==> src/rtl/dmem_arb_pkg.sv <==
// Shared types and constants for the data-memory arbiter.
// Size encodings match data_memory's size_in.
package dmem_arb_pkg;

  typedef enum logic [1:0] {
    IDLE,
    ISSUE,
    WAIT,
    RESP
  } state_t;

  localparam logic REQ_CPU = 1'b0;
  localparam logic REQ_DBG = 1'b1;

  localparam int RD_LAT_MIN = 1;
  localparam int RD_LAT_MAX = 3;

  localparam logic [1:0] SZ_BYTE = 2'd0;
  localparam logic [1:0] SZ_HALF = 2'd1;
  localparam logic [1:0] SZ_WORD = 2'd2;

  // Counter reload value, latency clamped to the legal range.
  function automatic logic [1:0] lat_load(input int lat);
    int c;
    c = (lat < RD_LAT_MIN) ? RD_LAT_MIN :
        (lat > RD_LAT_MAX) ? RD_LAT_MAX : lat;
    return 2'(c - 1);
  endfunction

endpackage

==> src/rtl/dmem_arb_pick.sv <==
// Two-way winner select: fixed CPU priority or
// round-robin against the last granted requester.
module dmem_arb_pick
  import dmem_arb_pkg::*;
#(
  parameter int CPU_PRIO = 0
) (
  input  logic i_req0,
  input  logic i_req1,
  input  logic i_last_gnt,
  output logic o_winner,
  output logic o_valid
);

  always_comb begin
    o_valid  = i_req0 | i_req1;
    o_winner = REQ_CPU;
    unique case (1'b1)
      (i_req0 & i_req1):
        o_winner = (CPU_PRIO != 0) ? REQ_CPU : ~i_last_gnt;
      (i_req0 & ~i_req1):
        o_winner = REQ_CPU;
      (~i_req0 & i_req1):
        o_winner = REQ_DBG;
      default:
        o_winner = REQ_CPU;
    endcase
  end

endmodule

==> src/rtl/dmem_arbiter.sv <==
// Arbiter/sequencer for the single data_memory port.
// Define DMEM_ARB_PERF_EN for grant/conflict counters.
module dmem_arbiter
  import dmem_arb_pkg::*;
#(
  parameter int ADDR_W   = 32,
  parameter int DATA_W   = 32,
  parameter int RD_LAT   = 1,
  parameter int CPU_PRIO = 0
) (
  input  logic              clock,
  input  logic              reset,
  input  logic              req0,
  input  logic              req1,
  input  logic              we0,
  input  logic              we1,
  input  logic [ADDR_W-1:0] addr0,
  input  logic [ADDR_W-1:0] addr1,
  input  logic [DATA_W-1:0] wdata0,
  input  logic [DATA_W-1:0] wdata1,
  input  logic [1:0]        size0,
  input  logic [1:0]        size1,
  output logic              gnt0,
  output logic              gnt1,
  output logic              rvalid0,
  output logic              rvalid1,
  output logic [DATA_W-1:0] rdata,
  output logic              busy,
  output logic              mem_re,
  output logic              mem_we,
  output logic [ADDR_W-1:0] mem_addr,
  output logic [DATA_W-1:0] mem_wdata,
  output logic [1:0]        mem_size,
  input  logic [DATA_W-1:0] mem_rdata
`ifdef DMEM_ARB_PERF_EN
  ,
  output logic [31:0]       perf_gnt0,
  output logic [31:0]       perf_gnt1,
  output logic [31:0]       perf_conflict
`endif
);

  localparam logic [1:0] LAT_LOAD = lat_load(RD_LAT);

  state_t     r_state;
  logic       r_last_gnt;
  logic       r_win;
  logic       r_we;
  logic [1:0] r_cnt;

  logic              w_winner;
  logic              w_valid;
  logic              w_we;
  logic [ADDR_W-1:0] w_addr;
  logic [DATA_W-1:0] w_wdata;
  logic [1:0]        w_size;

  dmem_arb_pick #(
    .CPU_PRIO (CPU_PRIO)
  ) u_pick (
    .i_req0     (req0),
    .i_req1     (req1),
    .i_last_gnt (r_last_gnt),
    .o_winner   (w_winner),
    .o_valid    (w_valid)
  );

  assign w_we    = w_winner ? we1    : we0;
  assign w_addr  = w_winner ? addr1  : addr0;
  assign w_wdata = w_winner ? wdata1 : wdata0;
  assign w_size  = w_winner ? size1  : size0;

  // mem_addr/mem_wdata/mem_size double as the payload latch.
  always_ff @(posedge clock) begin
    if (!reset) begin
      r_state    <= IDLE;
      r_last_gnt <= REQ_DBG;
      r_win      <= REQ_CPU;
      r_we       <= 1'b0;
      r_cnt      <= '0;
      gnt0       <= 1'b0;
      gnt1       <= 1'b0;
      rvalid0    <= 1'b0;
      rvalid1    <= 1'b0;
      rdata      <= '0;
      busy       <= 1'b0;
      mem_re     <= 1'b0;
      mem_we     <= 1'b0;
      mem_addr   <= '0;
      mem_wdata  <= '0;
      mem_size   <= '0;
    end else begin
      gnt0    <= 1'b0;
      gnt1    <= 1'b0;
      rvalid0 <= 1'b0;
      rvalid1 <= 1'b0;
      mem_re  <= 1'b0;
      mem_we  <= 1'b0;
      unique case (r_state)
        IDLE: begin
          if (w_valid) begin
            r_state    <= ISSUE;
            busy       <= 1'b1;
            r_win      <= w_winner;
            r_last_gnt <= w_winner;
            r_we       <= w_we;
            gnt0       <= (w_winner == REQ_CPU);
            gnt1       <= (w_winner == REQ_DBG);
            mem_we     <= w_we;
            mem_re     <= ~w_we;
            mem_addr   <= w_addr;
            mem_wdata  <= w_wdata;
            mem_size   <= w_size;
          end
        end
        ISSUE: begin
          if (r_we) begin
            r_state <= IDLE;
            busy    <= 1'b0;
          end else begin
            r_state <= WAIT;
            r_cnt   <= LAT_LOAD;
          end
        end
        WAIT: begin
          if (r_cnt == 2'd0) begin
            r_state <= RESP;
            rdata   <= mem_rdata;
            rvalid0 <= (r_win == REQ_CPU);
            rvalid1 <= (r_win == REQ_DBG);
          end else begin
            r_cnt <= r_cnt - 2'd1;
          end
        end
        RESP: begin
          r_state <= IDLE;
          busy    <= 1'b0;
        end
        default: begin
          r_state <= IDLE;
          busy    <= 1'b0;
        end
      endcase
    end
  end

`ifdef DMEM_ARB_PERF_EN
  always_ff @(posedge clock) begin
    if (!reset) begin
      perf_gnt0     <= '0;
      perf_gnt1     <= '0;
      perf_conflict <= '0;
    end else if (r_state == IDLE) begin
      if (w_valid && w_winner == REQ_CPU)
        perf_gnt0 <= perf_gnt0 + 32'd1;
      if (w_valid && w_winner == REQ_DBG)
        perf_gnt1 <= perf_gnt1 + 32'd1;
      if (req0 && req1)
        perf_conflict <= perf_conflict + 32'd1;
    end
  end
`endif

endmodule

==> config.mk <==
export PLATFORM = sky130hd
export DESIGN_NAME = dmem_arbiter
export DESIGN_NICKNAME = d
export VERILOG_FILES = /design/src/rtl/dmem_arb_pkg.sv /design/src/rtl/dmem_arb_pick.sv /design/src/rtl/dmem_arbiter.sv
export SDC_FILE = /design/constraint.sdc
export NUM_CORES = 1
export LEC_CHECK = 0
export CORE_ASPECT_RATIO = 0.5
export CORE_UTILIZATION = 38
export CTS_BUF_LIST = sky130_fd_sc_hd__clkbuf_2 sky130_fd_sc_hd__clkbuf_4 sky130_fd_sc_hd__clkbuf_8
export CTS_CLUSTER_DIAMETER = 50
export DETAILED_ROUTE_END_ITERATION = 6
export GPL_ROUTABILITY_DRIVEN = 0
export GPL_TIMING_DRIVEN = 0
export PLACE_DENSITY = 0.82
export SYNTH_ARGS = -nofsm -noshare
export SYNTH_HDL_FRONTEND = slang
export SYNTH_HIERARCHICAL = 1
export SYNTH_SLANG_ARGS = --single-unit
==> constraint.sdc <==
create_clock -name clock -period 1.9 [get_ports clock]
set_input_delay 0.57 -clock clock [delete_from_list [all_inputs] [get_ports clock]]
set_output_delay 0.57 -clock clock [all_outputs]
set_load 0.02 [all_outputs]
## Word-level counts from Yosys, hierarchy flattened

Index checks and enable logic that the tools add are counted.

| storage, ports and cells | value |
|---|---|
| latch bits | 0 |
| register bits | 112 |
| output and inout port bits | 105 |
| bits in writable memories | 0 |
| bits of input ports | 170 |
| memories kept | 0 |
| word-level logic and storage cells | 59 |
| memory bits (read-only) | 0 |

| cells by class | value |
|---|---|
| eq/ne operators | 8 |
| div/mod/pow operators | 0 |
| bitwise operators | 8 |
| multipliers | 0 |
| multiplexer cells | 15 |
| reductions and logical operators | 11 |
| shifts and indexed selects | 0 |
| add/subtract/negate cells | 1 |
| magnitude comparators | 0 |

Operators by type and width:

| kind | number |
|---|---|
| 32-bit two-way mux | 2 |
| 2-bit two-way mux | 6 |
| 3-bit AND reduction | 4 |
| 2-bit inequality test (second input constant) | 4 |
| 2-bit one-hot mux with 4 select lines | 1 |
| 2-bit AND reduction | 3 |
| 1-bit inverter | 5 |
| 2-bit equality test (second input constant) | 2 |
| 2-bit logical NOT | 2 |
| 2-bit one-hot mux with 2 select lines | 1 |
| 1-bit two-way mux | 3 |
| 1-bit one-hot mux with 3 select lines | 1 |
| 3-bit nonzero test | 1 |
| 1-bit bitwise AND | 2 |
| 2-bit by 1-bit equality test with 1-bit output (second input constant) | 1 |
| 2-bit by 1-bit inequality test with 1-bit output (second input constant) | 1 |
| 1-bit one-hot mux with 2 select lines | 1 |
| 2-bit nonzero test | 1 |
| 2-bit by 1-bit subtractor with 2-bit output (second input constant) | 1 |
| 1-bit bitwise OR | 1 |

## Depth between registers and ports, before layout

Gate-level depths: netlist (run 1).

| logic depth | value |
|---|---|
| depth after elaboration | 5 |
| mapped depth | 7 |
| mapped depth without buffers | 5 |

## By module

Netlist (run 1), hierarchy kept.

Modules (own cells, without submodules):

| module | sequential area each (um^2) | instances | cells each | area an instance (um^2) |
|---|---|---|---|---|
| dmem_arbiter | 2,242.2 | 1 | 414 | 4,431.8 |
| dmem_arb_pick | 0.0 | 1 | 2 | 13.8 |

## Worst setup path before layout (run 1)

No wires, ideal clock.

| path | value |
|---|---|
| path kind | input port to flip-flop |
| start point | input port req1 |
| end point | register mem_addr[10] |
| data arrival time | 1.568 ns |
| buffers on the path | 3 |
| required time | 1.781 ns |
| library setup time | 0.119 ns |
| cell stages on the path | 6 |
| slack | 0.213 ns |
| cell sequence | a21boi_0 > buf_2 > buf_4 > buf_2 > mux2i_1 > o2bb2ai_1 |

| between the ends | value |
|---|---|
| word-level cells in the longest chain between the ends | 3 |

Ends and longest elaborated chain:

| element | line | RTL |
|---|---|---|
| start, declared | dmem_arbiter.sv:14 | `input logic req1,` |
| 1-bit bitwise AND, on equally long branches | dmem_arb_pick.sv:23, dmem_arb_pick.sv:19 |  |
| 1-bit one-hot mux with 2 select lines | dmem_arb_pick.sv:18 | `unique case (1'b1)` |
| 32-bit two-way mux | dmem_arbiter.sv:69 | `assign w_addr = w_winner ? addr1 : addr0;` |
| end signal, assigned | dmem_arbiter.sv:111 | `mem_addr <= w_addr;` |
| end, declared | dmem_arbiter.sv:31 | `output logic [ADDR_W-1:0] mem_addr,` |

Several ways; a longest one is shown, not always the timed one.
A chain may end at the register's enable or synchronous reset.

## Worst setup path after layout (run 1)

| path | value |
|---|---|
| start point | input port req1 |
| end point | register mem_addr[10] |

| between the ends | value |
|---|---|
| word-level cells in the longest chain between the ends | 3 |

Ends and longest elaborated chain:

| element | line | RTL |
|---|---|---|
| 1-bit bitwise AND, on equally long branches | dmem_arb_pick.sv:23, dmem_arb_pick.sv:19 |  |
| 1-bit one-hot mux with 2 select lines * | dmem_arb_pick.sv:18 |  |
| named net w_winner | dmem_arbiter.sv:51 | `logic w_winner;` |
| 32-bit two-way mux * | dmem_arbiter.sv:69 |  |

The timed path passes the listed nets; every way through them passes the cells marked *.

==> flow_metrics.py, run 1 <==
metrics = {
    "run_status": {
        "status": "finished, final reports clean",
    },
    "sta": {
        "tightest_slew_ps": 416,
        "report.final.slew_viol_count": 0,
        "fin_tns_setup_ps": 0,
        "rsz0062_at_grt": "no",
        "fin_skew_ps": 12.4,
        "fin_ws_ps": 68.9,
        "max_slew_margin_pct": 72.3,
        "max_freq_ghz": 0.546,
        "period_share_pct": 96.4,
        "setup_viol": 0,
        "layout_min_cycle_time_ps": 1830,
        "fin_hold_ws_ps": 446,
        "hold_viol": 0,
    },
    "placement": {
        "post-place-ws_ps": -690,
        "port_buffers": 274,
        "dp_hpwl_um": 11100,
        "place_inst": 849,
    },
    "setup_path": {
        "endpoint_kind": "register",
        "cp_slowest_stage_delay_ps": 490,
        "path_class": "input port to register",
        "rr_endpoint": "rdata[15]$_SDFFE_PN0P_",
        "critical_path_buf_inv_count": 4,
        "crit_path_max_fanout": 10,
        "path_cells": "clkdlybuf4s50_1 -> a21boi_2 -> buf_4 -> buf_6 -> buf_6 -> mux2i_1 -> o2bb2ai_1",
        "ff2ff_setup_slack_ps": 410,
        "cpLargestDelayFamily": "buffers and inverters",
        "crit_path_start_kind": "input port",
        "arrival_ps": 2090,
        "worstReg2RegStart": "r_cnt[0]$_SDFFE_PN0P_",
        "critPathSlowestCell": "clkdlybuf4s50_1",
        "path_common_cell": "buf_6",
        "cp.required_ps": 2160,
        "worstRegToRegCells": 7,
    },
    "floorplan": {
        "core_area_sq_um": 11200,
        "die_h_um": 78.5,
        "start_util_pct": 39.8,
        "fp.dieW_um": 155,
        "row_count": 27,
        "io_pins": 275,
        "die_area_sq_um": 12200,
    },
    "global_routing": {
        "grt-ovfl-total": 0,
        "grt_max_degree": 17,
        "grtUsageTotal_pct": 22.8,
        "grt_pass1_vias": 4069,
        "antenna_found_initial": 0,
        "grt_pass1_wl_um": 21100,
    },
    "route": {
        "drtAntennaViolNets": 0,
        "vias": 4198,
        "drc": 0,
        "vias_per_cell": 4.84,
        "drtIter0Drc": 137,
        "wl_per_cell_um": 16.3,
        "dr.pass1.iters": 4,
        "totalWireLength_um": 14100,
    },
    "cts": {
        "root_buffer": "clkbuf_8",
        "path_clk_slew_ps": 100,
        "hold_buffers": 0,
        "clock-sinks": 112,
        "clockBufferDepth": 2,
        "clkLatencyLatePin_ps": 380,
        "htreeDepth": 3,
        "cts_tree": "yes",
        "cts_buffers": 9,
    },
    "final_layout": {
        "drive_gt1_share_pct": 8.18,
        "layoutNonFillerInstCount": 868,
        "multi_input_area_sq_um": 2000,
        "seqCellArea_sq_um": 2240,
        "layout_common_cells": "clkdlybuf4s50_1, dfxtp_1, dlygate4sd2_1, mux2i_1, o2bb2ai_1",
        "area_growth_pct": 70.3,
        "diodes": 0,
        "final_core_utilization_pct": 67.7,
        "fin_nets": 875,
        "mostFrequentLayoutCell": "clkdlybuf4s50_1",
        "n_fill_cell": 940,
    },
    "min_path": {
        "holdPathStages": 1,
        "hold_path_end": "rvalid0$_SDFF_PN0_",
        "min-delay-start": "r_win$_SDFFE_PN0P_",
        "hold_path_class": "register to register",
    },
    "logic_synthesis": {
        "syn_area_per_cell_sq_um": 10.7,
        "synth-main-ff-cell": "dfxtp_1",
        "yosysUniqueCellTypes": 29,
        "seq_area_frac_synth_pct": 50.4,
        "syn_nets": 587,
        "yosys_warnings": 6,
        "synth_seq_cells": 112,
        "async_flop_share_pct": 0,
        "synth-edff-count": 0,
        "netlist_area_sq_um": 4450,
        "synthCells": 416,
    },
    "power": {
        "vdd.ir_drop.worst_v": 0.000360,
        "pwr_density_cell_nw_per_um2": 756,
        "power.leakage_uw": 0.00334,
    },
    "flow_run": {
        "maxCapViolCount": 0,
    },
}
==> metal layers <==
layer	vias to the layer above	track usage (%)	share of wire, %	wire length (um)
met5	-	0	0	0
met4	0	10.1	3.2	458
met3	37	5.91	5.3	751
met2	133	40.1	49	6930
met1	1975	26.1	42	5980
li1	2053	-	-	-
==> worst register-to-register path, stage by stage (launching register included) <==
cell      delay (ps)
dfxtp_1          330
inv_1             60
ha_1             200
and3b_1          160
buf_2            160
buf_2            230
nand2_1           90
a21boi_0         180
==> stage by stage <==
stage / area (sq um) / power (uW)
final: 7570 / 5720
after global routing: 7570 / 5990
after CTS: 7500 / 5750
after detailed placement: 7390 / 4370
after global placement: 7390 / 4340
after floorplan: 4450 / 3460
==> timing repair <==
action / in CTS / in global routing
resized for setup: 107 / 18
cloned: 0 / 0
buffers inserted: 0 / 3
setup endpoints to repair: 159 / 68
==> logic make-up after synthesis <==
| group | after synthesis | share of synthesized area [%] |
|---|---|---|
| compound gates | 105 | 19.5 |
| simple gates | 88 | 8.98 |
| xor+xnor | 1 | 0.197 |
| fa+ha+maj | 1 | 0.281 |
| buf+inv | 40 | 5.04 |
| mux | 69 | 15.6 |
| flops | 112 | 50.4 |
==> layout make-up <==
| class | instances | share of cell area [%] |
|---|---|---|
| Clock inverter | 2 | 0.496 |
| Buffer | 36 | 3.22 |
| Clock buffer | 14 | 2.30 |
| Inverter | 4 | 0.198 |
| Timing Repair Buffer | 277 | 35.1 |
| Sequential cell | 112 | 29.6 |
| Tap cell | 159 | 2.63 |
| Multi-Input combinational cell | 264 | 26.4 |
==> sequential cells by signal (all words and copies together), names as in the netlist, 2 cells and up, named ones only <==
| name | flops |
|---|---|
| r_cnt | 2 |
| mem_addr | 32 |
| mem_wdata | 32 |
| mem_size | 2 |
| rdata | 32 |
==> report_power, final <==
part	switching [uW]	internal, uW	total [uW]
Sequential	110	2560	2670
Clock	794	729	1520
Combinational	749	783	1530
==> worst max path at each step <==
| stage | slack (ps) | cells past startpoint | end | startpoint |
|---|---|---|---|---|
| after floorplan | 210 | 6 | mem_addr[10]$_SDFFE_PN0P_ | req1 |
| after global placement | -550 | 7 | mem_addr[15]$_SDFFE_PN0P_ | req1 |
| after detailed placement | -690 | 7 | mem_addr[10]$_SDFFE_PN0P_ | req1 |
| after CTS | 1 | 1 | rdata[16] | rdata[16]$_SDFFE_PN0P_ |
| after global routing | 4 | 8 | mem_addr[16]$_SDFFE_PN0P_ | req1 |
| final | 70 | 7 | mem_addr[10]$_SDFFE_PN0P_ | req1 |
==> cells in the mapped netlist (4+ instances only) <==
| library cell | n | area share (%) |
|---|---|---|
| buf_2 | 25 | 2.8 |
| buf_6 | 5 | 1.3 |
| nor2_1 | 5 | 0.42 |
| a21boi_0 | 33 | 5.6 |
| nor2b_1 | 5 | 0.70 |
| clkbuf_1 | 4 | 0.34 |
| nand2_1 | 65 | 5.5 |
| o2bb2ai_1 | 66 | 13 |
| mux2i_1 | 68 | 15 |
| inv_1 | 4 | 0.34 |
| dfxtp_1 | 112 | 50 |
No activity file was read; power rests on OpenSTA's default activity.
==> inputs of run 2 (changes only) <==
- SLEW_MARGIN: not set -> 25
==> results of run 2 <==
No change in the layout: final DEF, timing and power equal those of run 1.
==> edit 1: new RTL, config.mk and constraints of run 2 <==
The option `DMEM_ARB_PERF_EN` is turned on by a define.
--- a/src/rtl/dmem_arbiter.sv
+++ b/src/rtl/dmem_arbiter.sv
@@ -2,2 +2,4 @@
 // Define DMEM_ARB_PERF_EN for grant/conflict counters.
+`define DMEM_ARB_PERF_EN
+
 module dmem_arbiter
Behaviour (old outputs only; new: perf_conflict, perf_gnt0 and perf_gnt1): unchanged (Yosys induction, for registers that start in step).
==> edit 1 against run 2 <==
  * The flow now finishes with violations (setup timing)
  * Core utilization is 3.8 points lower
  * Final area is 97% higher
  * Wire length is 150% higher
  * Via count is 140% higher
  * Global-route usage is 3.7 points higher
  * Non-clock buffer count is 165 higher
  * Synthesized area is 110% higher
  * Worst hold slack better by 0.0030 ns
  * Final cell count is 110% higher
  * Worst setup slack worse by 0.16 ns
  * Sequential cell count is 96 higher
  * Register-to-register slack worse by 0.50 ns
  * Sequential power is 78% higher
  * Power is 91% higher
  * Largest cell class is now multi-input combinational cells
  * Largest power group unchanged
==> edit 1: results (changes against run 2) <==
status: "finished with violations"  # was finished clean
violations: "setup timing"
ctsResizeCount: 492  # was 107
dp_worst_setup_slack_ns: -1.27  # was -0.690 ns
grt_pass1_wl_mm: 53.3  # was 21.1 mm
post_cts_buffers: 23  # was 0
tightest_slew_ns: 0.640  # was 0.416 ns
hold_class: "in -> reg"  # was reg -> reg
synthAdderAreaFrac: 0.00543  # was 0.00281
grt_pass1_vias: 10100  # was 4,069
synth_cell_types: 40  # was 29
synth_area_leaders: "dfxtp_1 (45%), mux2i_1 (9.2%), a211oi_1 (5.5%)"  # was dfxtp_1 (50%), mux2i_1 (15%), o2bb2ai_1 (13%)
drtPass1Iterations: 5  # was 4
r2r_end: "perf_gnt0[25]"  # was rdata[15]
drive_gt1_frac: 0.253  # was 0.0818
fillCellCount: 1839  # was 940
cp.arrival_ns: 2.52  # was 2.09 ns
htreeDepth: 1  # was 3
synth.area.mux_share: 0.0922  # was 0.156
drtIter0Drc: 813  # was 137
clockBufferDepth: 3  # was 2
path_clk_slew_ns: 0.07  # was 0.10 ns
hp-start: "reset"  # was r_win
leakage_nw: 5.68  # was 3.34 nW
antenna_found_initial: 3  # was 0
synth_commonest_cells: "dfxtp_1 (208), nand2_1 (116), nor2_1 (106)"  # was dfxtp_1 (112), mux2i_1 (68), o2bb2ai_1 (66)
grt_start_max_net_pins: 16  # was 17
routedWlPerCell_um: 19.4  # was 16.3 um
grt_usage: 0.264  # was 0.228
ys_seq_area_frac: 0.451  # was 0.504
final_util: 0.639  # was 0.677
cp_top_family: "simple AND/OR/NAND/NOR gates"  # was buffers and inverters
slowest_delay_ns: 0.42  # was 0.49 ns
layout.cells.non_filler: 1823  # was 868
whs_ns: 0.449  # was 0.446 ns
vdd_drop_max_mv: 0.576  # was 0.360 mV
finalSetupTns_ns: -0.416  # was 0 ns
min_to: "perf_gnt0[27]"  # was rvalid0
fin_worst_skew_ns: 0.0426  # was 0.0124 ns
fin_ws_ns: -0.0873  # was 0.0689 ns
via_per_inst: 5.60  # was 4.84
setup_viol: 10  # was 0
synth.net_count: 1234  # was 587
-- edit 1: cell type report --
cell class | instances | area share
Antenna cell | 3 | 0.000503
Buffer | 71 | 0.0291
Clock buffer | 43 | 0.0380
Clock inverter | 13 | 0.00814
Inverter | 16 | 0.00403
Multi-Input combinational cell | 755 | 0.345
Sequential cell | 208 | 0.287
Tap cell | 307 | 0.0258
Timing Repair Buffer | 407 | 0.263
-- edit 1: per-layer routing --
layer,up-vias,share of wire,GRT usage
li1,4728,-,-
met1,4934,0.40,0.306
met2,425,0.49,0.471
met3,126,0.062,0.0565
met4,0,0.049,0.124
met5,-,0,0
-- edit 1: power by group --
group | switching [mW] | leakage (nW) | internal, mW
combinational | 1.14 | 3.58 | 0.954
clock | 1.84 | 0.367 | 2.21
sequential | 0.157 | 1.73 | 4.60
total | 3.14 | 5.68 | 7.76
==> edit 2: new RTL, config.mk and constraints of run 2 <==
Without the edit above. Re-encode `state_t` (4 states) as one-hot, 4 bits wide.
--- a/src/rtl/dmem_arb_pkg.sv
+++ b/src/rtl/dmem_arb_pkg.sv
@@ -4,7 +4,7 @@
 
-  typedef enum logic [1:0] {
-    IDLE,
-    ISSUE,
-    WAIT,
-    RESP
+  typedef enum logic [3:0] {
+    IDLE  = 4'b0001,
+    ISSUE = 4'b0010,
+    WAIT  = 4'b0100,
+    RESP  = 4'b1000
   } state_t;
Check against the original RTL: no difference found for any inputs over 10 cycles, from zero or initial values and one cycle with reset low; not proved beyond that.
==> edit 2 against run 2 <==
  * Wire length decreased by 0.45%
  * Power grew 21%
  * Largest cell class unchanged
  * Worst hold slack better by 0.011 ns
  * Worst setup slack got worse by 0.018 ns
  * Final area up 5.3%
  * Synthesized area up 4.1%
  * Critical endpoint is now mem_wdata[3]
  * Sequential cell count rose by 2
==> edit 2: results (changes against run 2) <==
status: "finished clean"  # unchanged
grt_usage: 0.223  # was 0.228
cts_root_buffer: "clkbuf_8"  # unchanged
path_clk_slew_ns: 0.07  # was 0.10 ns
slowest_delay_ns: 0.48
grt_pass1_vias: 4319  # was 4,069
dp_worst_setup_slack_ns: -0.539  # was -0.690 ns
cts_buffers: 17  # was 9
synth_cell_types: 38  # was 29
synth_xor_area_frac: 0  # was 0.00197
nets: 889  # was 875
vdd_drop_max_mv: 0.468  # was 0.360 mV
drtPass1Iterations: 6  # was 4
antenna_found_initial: 0  # unchanged
leakage_nw: 3.40  # was 3.34 nW
routedWlPerCell_um: 15.7  # was 16.3 um
grt_pass1_wl_mm: 21.6  # was 21.1 mm
reg_top3: "mem_addr (32), mem_wdata (32), rdata (32)"  # unchanged
synth.net_count: 596  # was 587
tightest_slew_ns: 0.463  # was 0.416 ns
ys_seq_area_frac: 0.493  # was 0.504
vias: 4430  # was 4,198
worstSkewPairLatency_ns: 0.41  # was 0.38 ns
drtIter0Drc: 288  # was 137
synthAdderAreaFrac: 0.00270  # was 0.00281
fin_ws_ns: 0.0508  # was 0.0689 ns
synth_area_leaders: "dfxtp_1 (49%), mux2i_1 (14%), o2bb2ai_1 (13%)"  # was dfxtp_1 (50%), mux2i_1 (15%), o2bb2ai_1 (13%)
drive_gt1_frac: 0.0985  # was 0.0818
yosysWarnings: 6  # unchanged
cp.arrival_ns: 2.15  # was 2.09 ns
dpl.hpwl_mm: 10.7  # was 11.1 mm
synth_compound_gate_area_share: 0.232  # was 0.195
htreeDepth: 4  # was 3
synth.area.mux_share: 0.145  # was 0.156
fin_worst_skew_ns: 0.00595  # was 0.0124 ns
## edit 2: cell types whose count changed after synthesis, sizes merged, moves of 2 or more
| cell | run 2 | this run |
|---|---|---|
| nand2 | 65 | 1 |
| o21ai | 0 | 34 |
| nand3 | 0 | 32 |
| clkbuf | 5 | 9 |
| a21oi | 3 | 0 |
| nor2b | 5 | 2 |
| a31o | 0 | 2 |
| dfxtp | 112 | 114 |
| inv | 4 | 6 |
| nand2b | 3 | 1 |
| nor4b | 0 | 2 |
## edit 2: what timing repair did
| item | CTS | global route |
|---|---|---|
| hold buffers | 0 | 0 |
| endpoints found under the setup margin | 115 | 42 |
| buffers inserted | 0 | 0 |
| resized for setup | 107 | 8 |
## edit 2: path summary, 6_finish.rpt
| kind | from | endpoint | slack (ns) | depth (start not counted) |
|---|---|---|---|---|
| worst max-delay path | req1 | mem_wdata[3] | 0.05 | 6 |
| worst min-delay path | r_win | rvalid0 | 0.46 | 1 |
| worst max register to register | r_cnt[0] | rdata[31] | 0.18 | 7 |
| worst min register to register | r_win | rvalid0 | 0.46 | 1 |
## edit 2: cell families after synthesis
family	Yosys count
compound gates	141
fa+ha+maj	1
buf+inv	46
flops	114
mux	67
simple gates	56
## edit 2: worst max-delay path, delay by kind of cell
family,cells,cell delay (ns)
compound gates,2,0.26
mux,1,0.27
buf+inv,3,1.04
## edit 2: layout make-up
class | instances | area (um^2)
inverters | 6 | 22.5
flip-flops and latches | 114 | 2280
plain buffers | 40 | 231
clock inverters | 14 | 259
repair buffers | 274 | 2610
clock buffers | 18 | 248
fillers | 1024 | 3870
multi-input cells | 265 | 2110
well taps | 165 | 206
## edit 2: stage by stage
stage / instances / instance area, um^2
2_1_floorplan: 425 / 4630
3_3_place_gp: 864 / 7570
3_5_place_dp: 864 / 7570
4_1_cts: 896 / 7950
5_1_grt: 896 / 7970
6_report: 896 / 7970
## edit 2: report_power, final
| part | switching (mW) | leakage [nW] | internal [mW] |
|---|---|---|---|
| Sequential | 0.103 | 0.932 | 2.59 |
| Combinational | 0.668 | 2.23 | 0.718 |
| Clock | 1.01 | 0.241 | 1.86 |
## edit 2: layer usage
metal / wire length [um] / GRT usage
met1: 6020 / 0.256
met2: 7110 / 0.400
met3: 674 / 0.0489
met4: 258 / 0.0971
met5: 0 / 0
